[src/rtl/cpu_pkg.sv]
// Shared definitions for the moxie core: data widths, instruction length decode
// and the fetch issue encoding.
package cpu_pkg;

  localparam int OPCODE_W   = 16;
  localparam int WORD_W     = 32;
  localparam int N_LONG_OPS = 7;

  typedef logic [OPCODE_W-1:0] hword_t;
  typedef logic [WORD_W-1:0]   word_t;

  // Major opcodes (opcode[15:8]) that carry a trailing 32-bit operand.
  localparam logic [7:0] LONG_OPS [N_LONG_OPS] = '{
    8'h01, 8'h03, 8'h08, 8'h09, 8'h0C, 8'h0D, 8'h1A
  };

  typedef enum logic [1:0] {
    ISSUE_NONE,
    ISSUE_SHORT,
    ISSUE_LONG
  } issue_e;

  function automatic logic is_long_opcode(input hword_t op);
    logic hit;
    hit = 1'b0;
    for (int i = 0; i < N_LONG_OPS; i++) begin
      if (op[15:8] == LONG_OPS[i]) hit = 1'b1;
    end
    return hit;
  endfunction

endpackage

[src/rtl/cpu_fetch_if.sv]
// Instruction memory read bus between the fetch stage (master) and imem (slave).
interface cpu_fetch_if;
  import cpu_pkg::*;

  word_t imem_adr_o;
  logic  imem_stb_o;
  logic  imem_ack_i;
  word_t imem_dat_i;

  modport master (
    output imem_adr_o,
    output imem_stb_o,
    input  imem_ack_i,
    input  imem_dat_i
  );

  modport slave (
    input  imem_adr_o,
    input  imem_stb_o,
    output imem_ack_i,
    output imem_dat_i
  );

endinterface

[src/rtl/cpu_fetch_queue.sv]
// Halfword FIFO for the fetch stage: up to two pushes and three pops per cycle,
// with three-entry lookahead so a long instruction can be taken in one cycle.
module cpu_fetch_queue
  import cpu_pkg::*;
#(
  parameter int  QDEPTH = 8,
  localparam int PW     = $clog2(QDEPTH),
  localparam int CW     = PW + 1
) (
  input  logic          clk_i,
  input  logic          rst_i,
  input  logic          flush,
  input  logic [1:0]    push_cnt,
  input  hword_t        push_d0,
  input  hword_t        push_d1,
  input  logic [1:0]    pop_cnt,
  output hword_t        peek0,
  output hword_t        peek1,
  output hword_t        peek2,
  output logic [CW-1:0] count
);

  hword_t        mem [QDEPTH];
  logic [PW-1:0] rd_ptr;
  logic [PW-1:0] wr_ptr;

  assign peek0 = mem[rd_ptr];
  assign peek1 = mem[rd_ptr + PW'(1)];
  assign peek2 = mem[rd_ptr + PW'(2)];

  // Storage needs no reset: nothing is read until count says it was written.
  always_ff @(posedge clk_i) begin
    if (!flush) begin
      if (push_cnt != 2'd0) mem[wr_ptr] <= push_d0;
      if (push_cnt == 2'd2) mem[wr_ptr + PW'(1)] <= push_d1;
    end
  end

  always_ff @(posedge clk_i or posedge rst_i) begin
    if (rst_i) begin
      rd_ptr <= '0;
      wr_ptr <= '0;
      count  <= '0;
    end else if (flush) begin
      rd_ptr <= '0;
      wr_ptr <= '0;
      count  <= '0;
    end else begin
      rd_ptr <= rd_ptr + PW'(pop_cnt);
      wr_ptr <= wr_ptr + PW'(push_cnt);
      count  <= count + CW'(push_cnt) - CW'(pop_cnt);
    end
  end

endmodule

[src/rtl/cpu_fetch.sv]
// Moxie instruction fetch: word reads from imem, halfword buffering, and
// assembly of short/long instructions for decode, with stall and branch redirect.
module cpu_fetch
  import cpu_pkg::*;
#(
  parameter word_t RESET_PC = 32'h0000_1000,
  parameter int    QDEPTH   = 8
) (
  input  logic        clk_i,
  input  logic        rst_i,
  cpu_fetch_if.master imem,
  input  logic        branch_i,
  input  word_t       branch_target_i,
  input  logic        stall_i,
  output hword_t      opcode_o,
  output word_t       operand_o,
  output logic        valid_o,
  output word_t       pc_o
);

  localparam int CW = $clog2(QDEPTH) + 1;

  word_t         nxt_adr;
  word_t         pc_q;
  logic          discard_q;
  logic          skip_q;
  logic          ack_v;
  logic          take_data;
  logic          req_open;
  logic          req_new;
  logic [1:0]    push_cnt;
  logic [1:0]    pop_cnt;
  hword_t        push_d0;
  hword_t        push_d1;
  hword_t        peek0;
  hword_t        peek1;
  hword_t        peek2;
  logic [CW-1:0] q_count;
  logic [CW-1:0] count_nxt;
  issue_e        issue;

  assign ack_v     = imem.imem_stb_o & imem.imem_ack_i;
  // Data arriving with a branch, or for a read issued before one, is stale.
  assign take_data = ack_v & ~discard_q & ~branch_i;

  always_comb begin
    push_cnt = 2'd0;
    push_d0  = imem.imem_dat_i[31:16];
    push_d1  = imem.imem_dat_i[15:0];
    if (take_data) begin
      if (skip_q) begin
        push_cnt = 2'd1;
        push_d0  = imem.imem_dat_i[15:0];
      end else begin
        push_cnt = 2'd2;
      end
    end
  end

  // Issue looks only at what was queued before this cycle's push.
  always_comb begin
    issue = ISSUE_NONE;
    if (!branch_i && !stall_i && q_count != '0) begin
      if (!is_long_opcode(peek0))    issue = ISSUE_SHORT;
      else if (q_count >= CW'(3))    issue = ISSUE_LONG;
    end
  end

  always_comb begin
    case (issue)
      ISSUE_SHORT: pop_cnt = 2'd1;
      ISSUE_LONG:  pop_cnt = 2'd3;
      default:     pop_cnt = 2'd0;
    endcase
  end

  assign count_nxt = branch_i ? '0 : q_count + CW'(push_cnt) - CW'(pop_cnt);
  assign req_open  = imem.imem_stb_o & ~imem.imem_ack_i;
  // A new read only starts when the whole returned word is sure to fit.
  assign req_new   = ~req_open & ~branch_i & (count_nxt <= CW'(QDEPTH - 2));

  cpu_fetch_queue #(
    .QDEPTH (QDEPTH)
  ) u_queue (
    .clk_i    (clk_i),
    .rst_i    (rst_i),
    .flush    (branch_i),
    .push_cnt (push_cnt),
    .push_d0  (push_d0),
    .push_d1  (push_d1),
    .pop_cnt  (pop_cnt),
    .peek0    (peek0),
    .peek1    (peek1),
    .peek2    (peek2),
    .count    (q_count)
  );

  always_ff @(posedge clk_i or posedge rst_i) begin
    if (rst_i) begin
      imem.imem_stb_o <= 1'b0;
      imem.imem_adr_o <= {RESET_PC[31:2], 2'b00};
      nxt_adr         <= {RESET_PC[31:2], 2'b00};
      discard_q       <= 1'b0;
      skip_q          <= RESET_PC[1];
    end else begin
      imem.imem_stb_o <= req_open | req_new;
      if (req_new) begin
        imem.imem_adr_o <= nxt_adr;
        nxt_adr         <= nxt_adr + 32'd4;
      end
      if (branch_i) begin
        nxt_adr <= {branch_target_i[31:2], 2'b00};
        skip_q  <= branch_target_i[1];
      end else if (take_data) begin
        skip_q  <= 1'b0;
      end
      if (branch_i && req_open) discard_q <= 1'b1;
      else if (ack_v)           discard_q <= 1'b0;
    end
  end

  always_ff @(posedge clk_i or posedge rst_i) begin
    if (rst_i) begin
      valid_o   <= 1'b0;
      opcode_o  <= '0;
      operand_o <= '0;
      pc_o      <= RESET_PC;
      pc_q      <= RESET_PC;
    end else if (branch_i) begin
      valid_o <= 1'b0;
      pc_q    <= branch_target_i;
    end else if (!stall_i) begin
      case (issue)
        ISSUE_SHORT: begin
          valid_o   <= 1'b1;
          opcode_o  <= peek0;
          operand_o <= '0;
          pc_o      <= pc_q;
          pc_q      <= pc_q + 32'd2;
        end
        ISSUE_LONG: begin
          valid_o   <= 1'b1;
          opcode_o  <= peek0;
          operand_o <= {peek1, peek2};
          pc_o      <= pc_q;
          pc_q      <= pc_q + 32'd6;
        end
        default: valid_o <= 1'b0;
      endcase
    end
  end

endmodule
[src/flat_wrapper.sv]
// flat-port wrapper written by rule: the top's interface ports become plain ports
module cpu_fetch_flat import cpu_pkg::*;
#(
  parameter word_t RESET_PC = 32'h0000_1000,
  parameter int    QDEPTH   = 8
)
  (clk_i, rst_i, branch_i, branch_target_i, stall_i, opcode_o, operand_o, valid_o, pc_o, imem_imem_adr_o, imem_imem_stb_o, imem_imem_ack_i, imem_imem_dat_i);
  cpu_fetch_if imem_i ();
  input  logic clk_i;
  input  logic rst_i;
  input  logic branch_i;
  input  word_t branch_target_i;
  input  logic stall_i;
  output hword_t opcode_o;
  output word_t operand_o;
  output logic valid_o;
  output word_t pc_o;
  output wire logic [$bits(imem_i.imem_adr_o)-1:0] imem_imem_adr_o;
  output wire logic [$bits(imem_i.imem_stb_o)-1:0] imem_imem_stb_o;
  input wire logic [$bits(imem_i.imem_ack_i)-1:0] imem_imem_ack_i;
  input wire logic [$bits(imem_i.imem_dat_i)-1:0] imem_imem_dat_i;
  assign imem_imem_adr_o = imem_i.imem_adr_o;
  assign imem_imem_stb_o = imem_i.imem_stb_o;
  assign imem_i.imem_ack_i = imem_imem_ack_i;
  assign imem_i.imem_dat_i = imem_imem_dat_i;
  cpu_fetch #(.RESET_PC(RESET_PC), .QDEPTH(QDEPTH)) u_core (.clk_i(clk_i), .rst_i(rst_i), .imem(imem_i), .branch_i(branch_i), .branch_target_i(branch_target_i), .stall_i(stall_i), .opcode_o(opcode_o), .operand_o(operand_o), .valid_o(valid_o), .pc_o(pc_o));
endmodule
[config.mk]
export PLATFORM = sky130hd
export DESIGN_NAME = cpu_fetch_flat
export DESIGN_NICKNAME = d
export VERILOG_FILES = /design/src/rtl/cpu_pkg.sv /design/src/rtl/cpu_fetch_if.sv /design/src/rtl/cpu_fetch_queue.sv /design/src/rtl/cpu_fetch.sv /design/src/flat_wrapper.sv
export SDC_FILE = /design/constraint.sdc
export NUM_CORES = 1
export LEC_CHECK = 0
export BUFFER_PORTS_ARGS = -buffer_cell sky130_fd_sc_hd__buf_2
export CAP_MARGIN = 5
export CORE_MARGIN = 2
export CORE_UTILIZATION = 35
export DETAILED_ROUTE_END_ITERATION = 8
export PLACE_DENSITY = 0.49
export SLEW_MARGIN = 20
export SYNTH_ARGS = -nofsm -noshare
export SYNTH_HDL_FRONTEND = slang
export SYNTH_SLANG_ARGS = --single-unit
[constraint.sdc]
create_clock -name clk_i -period 12.66 [get_ports clk_i]
set_input_delay 1.266 -clock clk_i [delete_from_list [all_inputs] [get_ports clk_i]]
set_output_delay 1.266 -clock clk_i [all_outputs]
set_load 0.1 [all_outputs]
# After elaboration in Yosys (flattened, before gate mapping)
# Memory sizes are Yosys's and may differ from the RTL's.
# Cells that the tools add are included.
# totals
ff_bits	190
ram_bits	128
out_inout_bits	114
word_cells	103
n_memories	1
# mem_list
name	depth	word_bits	read_ports	rd_ports_with_merged_regs	write_ports	line_no	rtl
u_core.u_queue.mem	8	16	3	0	2	cpu_fetch_queue.sv:23	hword_t mem [QDEPTH];
# op_classes
n_addsub	10
order_cmp	2
eq_ne	11
mux	38
n_bitwise	12
reduce_logical	16
# ops
op	n
two-way mux 32 bit	4
one-hot mux 32 bit (2 select lines)	2
adder 32 x 3 -> 32 bit, second input constant	2
adder 32 x 2 -> 32 bit, second input constant	1
== test 8 x 4 -> 1 bit, second input constant	4
two-way mux 16 bit	2
two-way mux 1 bit	21
two-way mux 2 bit	5
nonzero test 2 bit	5
== test 8 x 1 -> 1 bit, second input constant	1
== test 8 x 2 -> 1 bit, second input constant	1
== test 8 x 5 -> 1 bit, second input constant	1
adder 3 x 1 -> 3 bit, second input constant	2
adder 3 x 2 -> 3 bit	2
AND 1 bit	6
two-way mux 3 bit	2
AND reduction 3 bit	2
inverter 1 bit	5
adder 4 x 2 -> 4 bit	1
== test 2 bit, second input constant	2
>= comparator 4 x 2 -> 1 bit, second input constant	1
<= comparator 4 x 3 -> 1 bit, second input constant	1
two-way mux 4 bit	1
one-hot mux 2 bit (2 select lines)	1
other kinds (11)	14

# Longest topological paths before layout
# Gate-level depths: netlist of run 1.
# An unclocked memory read counts as a cell.
# depth
depth_word	20
mapped_depth	23

# By module
# A second synthesis of run 1 with hierarchy kept.
# unflattened
cells_unflattened	1346
hier_area_um2	17026.3
# modules_own_cells
module	n_inst	cells_each	area_each_um2	seq_area_each_um2
cpu_fetch_queue	1	518	8712.1	4093.9
cpu_fetch	1	828	8314.2	4409.2

# Worst setup path before layout of run 1
# Ideal clock, no wire load.
# synth_path
path_kind	register -> register
from	reg u_core.u_queue.rd_ptr[0]
to	reg u_core.nxt_adr[28]
setup_ns	0.084
t_arrival_ns	5.475
t_required_ns	12.576
slack_ns	7.101
stages_incl_launch_ff	22
synth_period_minus_slack_ns	5.559
path_cell_list	dfrtp_1 > buf_2 > buf_4 > mux4_2 > mux2i_1 > or4b_1 > a21oi_1 > o2111ai_2 > nand3b_1 > clkbuf_1 > inv_1 > fa_1 > inv_1 > ha_1 > a21o_1 > a21oi_1 > xnor2_1 > nand4_1 > nor4_1 > nand4_1 > xor2_1 > a21boi_0
# synth_via
elab_chain_len	19
elab_cells_between_ends	26
classes_between	add/sub: 1; order compare: 1; eq/ne: 9; mux: 12; bitwise: 1; reduce/logical: 1; memory: 1
# synth_lines
element	line_no	rtl
start, declared	cpu_fetch_queue.sv:24	logic [PW-1:0] rd_ptr;
start signal, assigned	cpu_fetch_queue.sv:49	rd_ptr <= rd_ptr + PW'(pop_cnt);
memory read (8 x 16 bit) (*)	n/a	
== test 8 x 1 -> 1 bit	cpu_pkg.sv:27	if (op[15:8] == LONG_OPS[i]) hit = 1'b1;
two-way mux 1 bit (6 in a row)	cpu_pkg.sv:27	
two-way mux 1 bit (*)	cpu_pkg.sv:27	
two-way mux 1 bit (*)	cpu_fetch.sv:63	if (!branch_i && !stall_i && q_count != '0) begin
two-way mux 2 bit (*)	cpu_fetch.sv:64	if (!is_long_opcode(peek0)) issue = ISSUE_SHORT;
two-way mux 2 bit (*)	cpu_fetch.sv:63	
== test 2 bit or == test 2 x 1 -> 1 bit (tied branches)	cpu_fetch.sv:70	case (issue)
one-hot mux 2 bit (2 select lines) (*)	cpu_fetch.sv:70	
subtractor 4 x 2 -> 4 bit (*)	cpu_fetch.sv:77	assign count_nxt = branch_i ? '0 : q_count + CW'(push_cnt) - CW'(pop_cnt);
two-way mux 4 bit (*)	cpu_fetch.sv:77	
<= comparator 4 x 3 -> 1 bit (*)	cpu_fetch.sv:80	assign req_new = ~req_open & ~branch_i & (count_nxt <= CW'(QDEPTH - 2));
AND 1 bit (*)	cpu_fetch.sv:80	
nonzero test 2 bit (no line) (*)	n/a	
end signal, assigned	cpu_fetch.sv:102	nxt_adr <= {RESET_PC[31:2], 2'b00};
end signal, assigned	cpu_fetch.sv:109	nxt_adr <= nxt_adr + 32'd4;
end signal, assigned	cpu_fetch.sv:112	nxt_adr <= {branch_target_i[31:2], 2'b00};
end, declared	cpu_fetch.sv:23	word_t nxt_adr;
# Every way passes the cells marked *; elsewhere a longest branch is shown, timed or not. The select of a mux whose other input is x is not followed.
# A chain may end at the register's enable or synchronous reset.

# Worst setup path after layout of run 1
# layout_path
from	reg u_core.u_queue.rd_ptr[0]
to	reg u_core.nxt_adr[31]
# Same word-level chain as after synthesis.

==> metrics.txt, run 1 <==
outcome=finished, final reports clean; diodes inserted=0; Warnings, synthesis=0; GPL Wtd Cong=0.797; final core area utilization=0.411; Die Width=220 µm; type of the most critical hold path=flip-flop to flip-flop; most instantiated flip-flop cell in the synthesis netlist=sky130_fd_sc_hd__dfrtp_1; wirelength, routed=48200 µm; number of maximum-capacitance violations=0; Num Clock Sinks=314; sequential fraction of the synthesis area=0.520; core footprint=0.0464 mm²; power consumption=0.00430 W; Arrival @ worst endpoint=8.23 ns; clock tree from TritonCTS=done; Vert. Die Dim=220 µm; required time of the critical path=13.13 ns; combinational group share of total power=0.428; flip-flop and latch area=0.00851 mm²; routed wire length per instance=22.5 µm; commonest non-fill, non-tap cells in the layout=sky130_fd_sc_hd__buf_2, sky130_fd_sc_hd__dfrtp_1, sky130_fd_sc_hd__nor2_1, sky130_fd_sc_hd__a21oi_1, sky130_fd_sc_hd__edfxtp_1; clock latency on the worst-skew pair=0.56 ns; synth unique cells=50; number of core rows=79; DRC=0; post-synth top area share=0.278; Layout Nets=1594; initial core utilization=0.353; number of hold violations in the final report=0; internal power of the cells=0.00233 W; root cell of the clock tree=sky130_fd_sc_hd__clkbuf_16; number of nets still failing antenna checks after routing=0; final setup TNS=0 ns; highest net fanout along the worst path=55; via total after detailed routing=11700; leading area contributor after synthesis=sky130_fd_sc_hd__dfrtp_1; DRT iter0 DRCs=991; switching power share of the total=0.459; proportion of power drawn by the clock network=0.249; first-pass GRT wire length=73300 µm; period utilisation layout=0.613; EDFF count, synth=128; final count of negative-setup-slack endpoints=0; static power due to leakage=7.42 nW; Cell Area, Synth=0.0164 mm²; largest net degree at the start of global routing=114; critical setup path kind=flip-flop to flip-flop; CTS Buf Count=37; area taken by multi-input logic gates=0.00741 mm²; die area=0.0485 mm²; number of detailed-route iterations in the first pass=5; total setup buffers inserted after CTS=0; number of fillers in the final layout=4419; Synth Instances=1369; Pins Over Slew Limit=0; Clock Pin Slew Worst Setup and Hold Paths=0.06 ns; share of flip-flops with an asynchronous set or reset after synthesis=0.592; count of input and output buffers=180; global route total overflow=0; highest attainable clock frequency=129 MHz; antenna violations before repair=1; Fin Clk Skew=0.0269 ns; ratio of total power to cell area=226 mW/mm²; via/cell ratio=5.46; worst reg2reg setup slack=4.90 ns; peak ir drop on the vdd network=0.295 mV; number of buffers on the longest clock path=3; aggregate global-route resource usage=0.201; transition time at the pin with the least slew margin=1.05 ns; minimum clock period=7.76 ns; RSZ-0062 raised after global routing=no; most common cell after layout, fill and taps aside=sky130_fd_sc_hd__buf_2; worst slew margin relative to its limit=0.299; mean area per synthesized cell=12.0 µm²; vias in the first global route=11600; largest cells by area after synthesis=sky130_fd_sc_hd__dfrtp_1, sky130_fd_sc_hd__edfxtp_1, sky130_fd_sc_hd__mux4_2; Worst setup SP type=flip-flop; detailed placement HPWL=32000 µm; fraction of layout instances using a drive strength above 1=0.285; relative area change from synthesis to final layout=16.5%; number of gates given a new drive strength after cts=0; number of H-tree levels=2; share of total power in sequential cells=0.322; Critical Path Sink Type=flip-flop; power spent charging and discharging nets=0.00198 W; number of storage elements in the synthesis netlist=314; Boundary Pins=183; hold-fix buffer count after cts=0
[layer usage]
layer	track usage	share of wire	vias up
met5	0	0.00015	-
met4	0.0557	0.024	2
met3	0.0346	0.062	79
met2	0.322	0.47	415
met1	0.283	0.44	5837
li1	-	-	5362
[per-stage QoR]
step / worst slack [ns] / cells / hold slack, ns / instance area (µm²)
floorplan: 6.34 / 1370 / 0.454 / 16400
global placement: 5.01 / 2075 / 0.458 / 17800
detailed placement: 4.93 / 2075 / 0.468 / 17800
CTS: 4.88 / 2142 / 0.481 / 19000
global route: 4.21 / 2143 / 0.506 / 19100
finish: 4.90 / 2143 / 0.474 / 19100
[worst max-delay path, cell delays in order, from the launching register on]
cell	delay [ns]
sky130_fd_sc_hd__dfrtp_4	0.89
sky130_fd_sc_hd__buf_4	0.80
sky130_fd_sc_hd__mux4_2	0.60
sky130_fd_sc_hd__mux2i_1	0.26
sky130_fd_sc_hd__or4b_1	0.46
sky130_fd_sc_hd__a21oi_1	0.18
sky130_fd_sc_hd__o2111ai_2	0.27
sky130_fd_sc_hd__nand3b_1	0.27
sky130_fd_sc_hd__buf_4	0.27
sky130_fd_sc_hd__inv_1	0.18
sky130_fd_sc_hd__fa_1	0.48
sky130_fd_sc_hd__inv_1	0.08
sky130_fd_sc_hd__ha_1	0.23
sky130_fd_sc_hd__a21o_1	0.18
sky130_fd_sc_hd__a21oi_1	0.17
sky130_fd_sc_hd__xnor2_1	0.23
sky130_fd_sc_hd__nand2_1	0.37
sky130_fd_sc_hd__nor2_2	0.59
sky130_fd_sc_hd__buf_4	0.40
sky130_fd_sc_hd__nand2_1	0.11
sky130_fd_sc_hd__or4_1	0.50
sky130_fd_sc_hd__nand3_1	0.09
[cell families after synthesis]
kind of cell,share of synthesized area
flip-flops,0.520
AO/OA/AOI/OAI,0.0999
multiplexers,0.214
XOR/XNOR,0.0203
other,0.000229
buffers and inverters,0.0324
adder cells (fa/ha/maj),0.0153
AND/OR/NAND/NOR,0.0978
[flip-flops by register name (all words and copies together), names as in the netlist, 3 cells and up]
| signal | flops |
|---|---|
| u_core.imem.imem_adr_o | 30 |
| u_core.opcode_o | 16 |
| u_core.u_queue.wr_ptr | 3 |
| u_core.u_queue.count | 4 |
| u_core.operand_o | 32 |
| u_core.nxt_adr | 30 |
| u_core.pc_o | 32 |
| u_core.u_queue.rd_ptr | 3 |
| u_core.u_queue.mem | 128 |
| u_core.pc_q | 32 |
[cell type report]
type,count,area share
Clock buffer,48,0.0539
Multi-Input combinational cell,931,0.389
Inverter,22,0.00473
Sequential cell,314,0.447
Tap cell,607,0.0399
Clock inverter,19,0.00926
Timing Repair Buffer,202,0.0570
[cells in the mapped netlist (all sizes together), types with 25 or more instances]
master,number
a21oi,141
buf,41
clkbuf,62
dfrtp,182
edfxtp,128
mux2,63
mux2i,68
mux4,94
nand2,102
nand3,25
nor2,157
o21ai,82
xor2,25
[power by group through the flow]
stage | sequential (W) | combinational [W] | clock (W)
floorplan | 0.00228 | 0.000622 | 0
global placement | 0.00141 | 0.00184 | 0
detailed placement | 0.00141 | 0.00185 | 0
CTS | 0.00139 | 0.00186 | 0.00110
global route | 0.00141 | 0.00194 | 0.00114
finish | 0.00139 | 0.00184 | 0.00107
[final timing paths]
check	from	to	depth (start not counted)
worst max-delay path	u_core.u_queue.rd_ptr[0]	u_core.nxt_adr[31]	21
worst min-delay path	u_core.operand_o[30]	u_core.operand_o[30]	2
worst max register to register	u_core.u_queue.rd_ptr[0]	u_core.nxt_adr[31]	21
worst min register to register	u_core.operand_o[30]	u_core.operand_o[30]	2
max in group asynchronous	rst_i	u_core.pc_o[27]	4
min in group asynchronous	rst_i	u_core.operand_o[27]	2
Power figures use the tool's default switching activity.
==> run 2: changes to the inputs <==
--- a/config.mk
+++ b/config.mk
@@ -10,7 +10,7 @@
 export CORE_MARGIN = 2
 export CORE_UTILIZATION = 35
 export DETAILED_ROUTE_END_ITERATION = 8
-export PLACE_DENSITY = 0.49
+export PLACE_DENSITY = 0.51
 export SLEW_MARGIN = 20
 export SYNTH_ARGS = -nofsm -noshare
 export SYNTH_HDL_FRONTEND = slang
==> constraint.sdc (replaced) <==
create_clock -name clk_i -period 6.43 [get_ports clk_i]
set_input_delay 0.643 -clock clk_i [delete_from_list [all_inputs] [get_ports clk_i]]
set_output_delay 0.643 -clock clk_i [all_outputs]
set_load 0.1 [all_outputs]
==> metrics.txt, run 2 (synthesis gave the netlist of run 1 again) <==
outcome=finished, final reports clean; Die Width=220 µm; final setup TNS=0 ns; relative area change from synthesis to final layout=16.5%; endpoint of the worst register-to-register path=u_core.nxt_adr[17]; detailed placement HPWL=32200 µm; initial core utilization=0.353; number of detailed-route iterations in the first pass=7; number of core rows=79; highest attainable clock frequency=176 MHz; wirelength, routed=47700 µm; combinational group share of total power=0.436; Pins Over Slew Limit=0; number of buffers on the longest clock path=3; type of the most critical hold path=primary input to async pin; number of gates given a new drive strength after cts=0; share of total power in sequential cells=0.321; aggregate global-route resource usage=0.197; clock latency on the worst-skew pair=0.53 ns; via total after detailed routing=11700; DRC=0; M2 GR Usage=0.311; Vert. Die Dim=220 µm; final count of negative-setup-slack endpoints=0; vias in the first global route=11500; worst slew margin relative to its limit=0.290; via/cell ratio=5.47; RSZ-0062 raised after global routing=no; power spent charging and discharging nets=0.00388 W; largest net degree at the start of global routing=112; met3 track utilization from global routing=0.0363; die area=0.0485 mm²; total setup buffers inserted after CTS=0; global routing's busiest layer=met2; Worst setup endpoint=u_core.nxt_adr[17]; Boundary Pins=183; antenna violations before repair=2; worst setup path startpoint=u_core.u_queue.rd_ptr[0]; most common cell after layout, fill and taps aside=sky130_fd_sc_hd__buf_2; DRT iter0 DRCs=966; number of maximum-capacitance violations=0; ratio of total power to cell area=443 mW/mm²; register with the highest flop count=u_core.u_queue.mem; number of nets still failing antenna checks after routing=0; fraction of layout instances using a drive strength above 1=0.285; count of input and output buffers=180; minimum clock period=5.69 ns; commonest non-fill, non-tap cells in the layout=sky130_fd_sc_hd__buf_2, sky130_fd_sc_hd__dfrtp_1, sky130_fd_sc_hd__nor2_1, sky130_fd_sc_hd__a21oi_1, sky130_fd_sc_hd__edfxtp_1; number of H-tree levels=2; number of fillers in the final layout=4432; Arrival @ worst endpoint=6.05 ns; Fin Clk Skew=0.0110 ns; GPL Wtd Cong=0.770; core footprint=0.0464 mm²; clock tree from TritonCTS=done; final design area excluding fillers=0.0191 mm²; global route total overflow=0; instance area at placement=0.0179 mm²; Critical Path Sink Type=flip-flop; period utilisation layout=0.885; Num Clock Sinks=314; root cell of the clock tree=sky130_fd_sc_hd__clkbuf_16; startpoint of the worst register-to-register path=u_core.u_queue.rd_ptr[0]; internal power of the cells=0.00457 W; final core area utilization=0.411; number of cells in the design after placement=2080; critical setup path kind=flip-flop to flip-flop; worst-case setup slack after placement=0.754 ns; worst path setup slack after routing=0.737 ns; transition time at the pin with the least slew margin=1.06 ns; highest net fanout along the worst path=31; met1 Resource Use GR=0.280; routed wire length per instance=22.2 µm; Clock Pin Slew Worst Setup and Hold Paths=0.06 ns; Layout Nets=1598; Worst setup SP type=flip-flop; peak ir drop on the vdd network=0.504 mV; switching power share of the total=0.459; first-pass GRT wire length=72200 µm; hold-fix buffer count after cts=0; proportion of power drawn by the clock network=0.243; non-filler cells in the finished layout=2146; static power due to leakage=7.43 nW; number of hold violations in the final report=0; required time of the critical path=6.79 ns; max reg flops=128; worst reg2reg setup slack=0.74 ns; CTS Buf Count=37; Worst Reg2Reg Path Length in Cells=19
-- run 2: cell count changes in the layout (fill, tap and decap cells not counted), sizes merged --
cell      before  now
buf          202  206
bufinv         3    1
clkbuf        48   52
clkinv        12   11
clkinvlp       2    0
diode          0    1
inv           24   23
-- run 2: layout make-up --
class / instances / area [µm²] / share of cell area
clock inverters: 13 / 92.6 / 0.00486
flip-flops and latches: 314 / 8510 / 0.447
inverters: 22 / 90.1 / 0.00473
repair buffers: 206 / 1110 / 0.0582
clock buffers: 52 / 1080 / 0.0569
multi-input cells: 931 / 7410 / 0.389
diodes: 1 / 2.50 / 0.000131
well taps: 607 / 759 / 0.0399
-- run 2: worst min path at each step --
stage,from,to,slack [ns],cells past startpoint
detailed placement,u_core.operand_o[28],u_core.operand_o[28],0.47,2
floorplan,u_core.pc_q[0],u_core.pc_o[0],0.45,1
CTS,imem_imem_ack_i,u_core.discard_q,0.29,2
global placement,u_core.pc_o[2],u_core.pc_o[2],0.46,2
global route,imem_imem_ack_i,u_core.discard_q,0.30,2
finish,rst_i,u_core.operand_o[27],0.25,2
-- run 2: critical path, cell delays in order, from the launching register on --
cell and delay [ns]:
sky130_fd_sc_hd__dfrtp_4 0.75, sky130_fd_sc_hd__mux4_2 0.57, sky130_fd_sc_hd__mux2_2 0.30, sky130_fd_sc_hd__or4b_1 0.51, sky130_fd_sc_hd__a21oi_1 0.18, sky130_fd_sc_hd__o2111ai_2 0.24
sky130_fd_sc_hd__nand3b_1 0.28, sky130_fd_sc_hd__inv_1 0.17, sky130_fd_sc_hd__fa_1 0.48, sky130_fd_sc_hd__inv_1 0.08, sky130_fd_sc_hd__ha_1 0.22, sky130_fd_sc_hd__a21o_1 0.17
sky130_fd_sc_hd__a21oi_1 0.18, sky130_fd_sc_hd__xnor2_1 0.25, sky130_fd_sc_hd__nand2_1 0.15, sky130_fd_sc_hd__buf_4 0.21, sky130_fd_sc_hd__nor3_1 0.37, sky130_fd_sc_hd__nand3_1 0.14
sky130_fd_sc_hd__xor2_1 0.15, sky130_fd_sc_hd__a21boi_0 0.10
-- run 2: per-stage QoR --
step / hold slack [ns] / total power (W)
final: 0.248 / 0.00845
after global routing: 0.303 / 0.00881
after CTS: 0.290 / 0.00852
after detailed placement: 0.467 / 0.00645
after global placement: 0.462 / 0.00642
after floorplan: 0.454 / 0.00572
-- run 2: per-layer routing --
metal | up-vias | share of wire
met5 | - | 0.00027
met4 | 2 | 0.024
met3 | 76 | 0.065
met2 | 422 | 0.46
met1 | 5847 | 0.45
li1 | 5381 | -
-- run 2: power by group through the flow --
stage / combinational (W) / sequential, W / clock [W]
floorplan: 0.00122 / 0.00450 / 0
global placement: 0.00368 / 0.00274 / 0
detailed placement: 0.00370 / 0.00275 / 0
CTS: 0.00371 / 0.00272 / 0.00210
global route: 0.00387 / 0.00276 / 0.00218
finish: 0.00368 / 0.00271 / 0.00206
==> run 3: changes to the inputs <==
--- a/config.mk
+++ b/config.mk
@@ -8,9 +8,9 @@
 export BUFFER_PORTS_ARGS = -buffer_cell sky130_fd_sc_hd__buf_2
 export CAP_MARGIN = 5
 export CORE_MARGIN = 2
-export CORE_UTILIZATION = 35
+export CORE_UTILIZATION = 45
 export DETAILED_ROUTE_END_ITERATION = 8
-export PLACE_DENSITY = 0.51
+export PLACE_DENSITY = 0.63
 export SLEW_MARGIN = 20
 export SYNTH_ARGS = -nofsm -noshare
 export SYNTH_HDL_FRONTEND = slang
==> metrics.txt, run 3 (synthesis gave the netlist of run 1 again) <==
outcome=finished, final reports clean; Arrival @ worst endpoint=6.18 ns; ratio of total power to cell area=449 mW/mm²; most common cell after layout, fill and taps aside=sky130_fd_sc_hd__buf_2; RSZ-0062 raised after global routing=no; number of maximum-capacitance violations=0; number of nets still failing antenna checks after routing=0; Worst Reg2Reg Path Length in Cells=20; diodes inserted=0; via total after detailed routing=11800; final setup TNS=0 ns; aggregate global-route resource usage=0.235; GPL Wtd Cong=0.837; number of hold violations in the final report=0; final core area utilization=0.530; wirelength, routed=44200 µm; relative area change from synthesis to final layout=15.6%; global route total overflow=0; die area=0.0379 mm²; max reg flops=128; DRC=0; CTS Buf Count=35; number of detailed-route iterations in the first pass=7; Fin Clk Skew=0.0250 ns; static power due to leakage=7.44 nW; Die Width=195 µm; via/cell ratio=5.90; Layout Nets=1600; worst slew margin relative to its limit=0.295; routed wire length per instance=22.1 µm; root cell of the clock tree=sky130_fd_sc_hd__clkbuf_16; clock tree from TritonCTS=done; peak ir drop on the vdd network=0.226 mV; hold-fix buffer count after cts=0; Pins Over Slew Limit=0; count of input and output buffers=180; Worst setup SP type=flip-flop; minimum clock period=5.74 ns; commonest non-fill, non-tap cells in the layout=sky130_fd_sc_hd__buf_2, sky130_fd_sc_hd__dfrtp_1, sky130_fd_sc_hd__nor2_1, sky130_fd_sc_hd__a21oi_1, sky130_fd_sc_hd__edfxtp_1; detailed placement HPWL=30200 µm; total setup buffers inserted after CTS=0; period utilisation layout=0.893; endpoint of the worst register-to-register path=u_core.nxt_adr[31]; vias in the first global route=11500; number of H-tree levels=2; fraction of layout instances using a drive strength above 1=0.282; critical setup path kind=flip-flop to flip-flop; antenna violations before repair=0; largest net degree at the start of global routing=138; worst reg2reg setup slack=0.69 ns; initial core utilization=0.459; required time of the critical path=6.87 ns; core footprint=0.0357 mm²; first-pass GRT wire length=68800 µm; DRT iter0 DRCs=1161; register with the highest flop count=u_core.u_queue.mem; Critical Path Sink Type=flip-flop; number of buffers on the longest clock path=3; startpoint of the worst register-to-register path=u_core.u_queue.rd_ptr[0]; power consumption=0.00850 W; Clock Pin Slew Worst Setup and Hold Paths=0.07 ns; Vert. Die Dim=195 µm; highest net fanout along the worst path=20; final count of negative-setup-slack endpoints=0; smallest hold slack=0.242 ns; highest attainable clock frequency=174 MHz; Boundary Pins=183; type of the most critical hold path=primary input to async pin; clock latency on the worst-skew pair=0.53 ns; Num Clock Sinks=314; number of core rows=69; transition time at the pin with the least slew margin=1.06 ns; number of gates given a new drive strength after cts=0
==> run 3: cell count changes in the layout (fill, tap and decap cells not counted), moves of 2 or more <==
cell                        delta
sky130_fd_sc_hd__clkinv_2      -4
sky130_fd_sc_hd__clkbuf_8      -5
sky130_fd_sc_hd__clkbuf_16     -2
sky130_fd_sc_hd__nand2_2       -3
sky130_fd_sc_hd__buf_4         +5
sky130_fd_sc_hd__bufinv_16     +5
sky130_fd_sc_hd__nand2_1       +3
sky130_fd_sc_hd__clkbuf_1      +2
==> run 3: layer usage <==
metal,vias up,share of wire,global-route usage
met5,-,0,0
met4,0,0.030,0.0843
met3,85,0.074,0.0481
met2,458,0.48,0.377
met1,5869,0.42,0.319
li1,5373,-,-
==> run 3: worst max-delay path, cell delays in order, from the launching register on <==
cell and delay [ns]:
sky130_fd_sc_hd__dfrtp_4 0.63, sky130_fd_sc_hd__mux4_2 0.54, sky130_fd_sc_hd__mux2_2 0.30, sky130_fd_sc_hd__or4b_1 0.51, sky130_fd_sc_hd__a21oi_1 0.18, sky130_fd_sc_hd__o2111ai_2 0.26
sky130_fd_sc_hd__nand3b_1 0.28, sky130_fd_sc_hd__inv_1 0.17, sky130_fd_sc_hd__fa_1 0.49, sky130_fd_sc_hd__inv_1 0.08, sky130_fd_sc_hd__ha_1 0.23, sky130_fd_sc_hd__a21o_1 0.19
sky130_fd_sc_hd__a21oi_1 0.17, sky130_fd_sc_hd__xnor2_1 0.26, sky130_fd_sc_hd__nand2_1 0.12, sky130_fd_sc_hd__buf_4 0.21, sky130_fd_sc_hd__nor2_2 0.11, sky130_fd_sc_hd__buf_4 0.23
sky130_fd_sc_hd__nand2_1 0.09, sky130_fd_sc_hd__or4_1 0.49, sky130_fd_sc_hd__nand3_1 0.09
==> run 3: power by group <==
part / switching (W) / leakage (nW) / total [W] / internal, W
clock network: 0.000801 / 0.577 / 0.00210 / 0.00130
registers: 0.000269 / 3.44 / 0.00272 / 0.00245
logic: 0.00277 / 3.42 / 0.00367 / 0.000907
==> run 3: cell type report <==
class                      count  area, µm²
tap                          461        577
inverter                      22       90.1
fill                        3063      16700
sequential                   314       8510
timing repair buffer         210       1130
multi-input combinational    931       7410
clock inverter                14        221
clock buffer                  47        973
==> run 3: through the flow <==
stage | area [µm²] | cells | setup WS (ns)
floorplan | 16400 | 1370 | 0.737
global placement | 17700 | 1938 | 0.890
detailed placement | 17700 | 1938 | 0.808
CTS | 18900 | 1999 | 0.759
global route | 18900 | 1999 | 0.367
finish | 18900 | 1999 | 0.688
==> run 3: how the worst max path moves through the flow <==
| stage | slack [ns] | startpoint | end |
|---|---|---|---|
| final | 0.69 | u_core.u_queue.rd_ptr[0] | u_core.nxt_adr[31] |
| after global routing | 0.37 | u_core.u_queue.rd_ptr[0] | u_core.nxt_adr[31] |
| after CTS | 0.76 | u_core.u_queue.rd_ptr[0] | u_core.nxt_adr[31] |
| after detailed placement | 0.81 | u_core.u_queue.rd_ptr[0] | u_core.nxt_adr[31] |
| after global placement | 0.89 | u_core.u_queue.rd_ptr[0] | u_core.nxt_adr[31] |
| after floorplan | 0.74 | rst_i | u_core.discard_q |
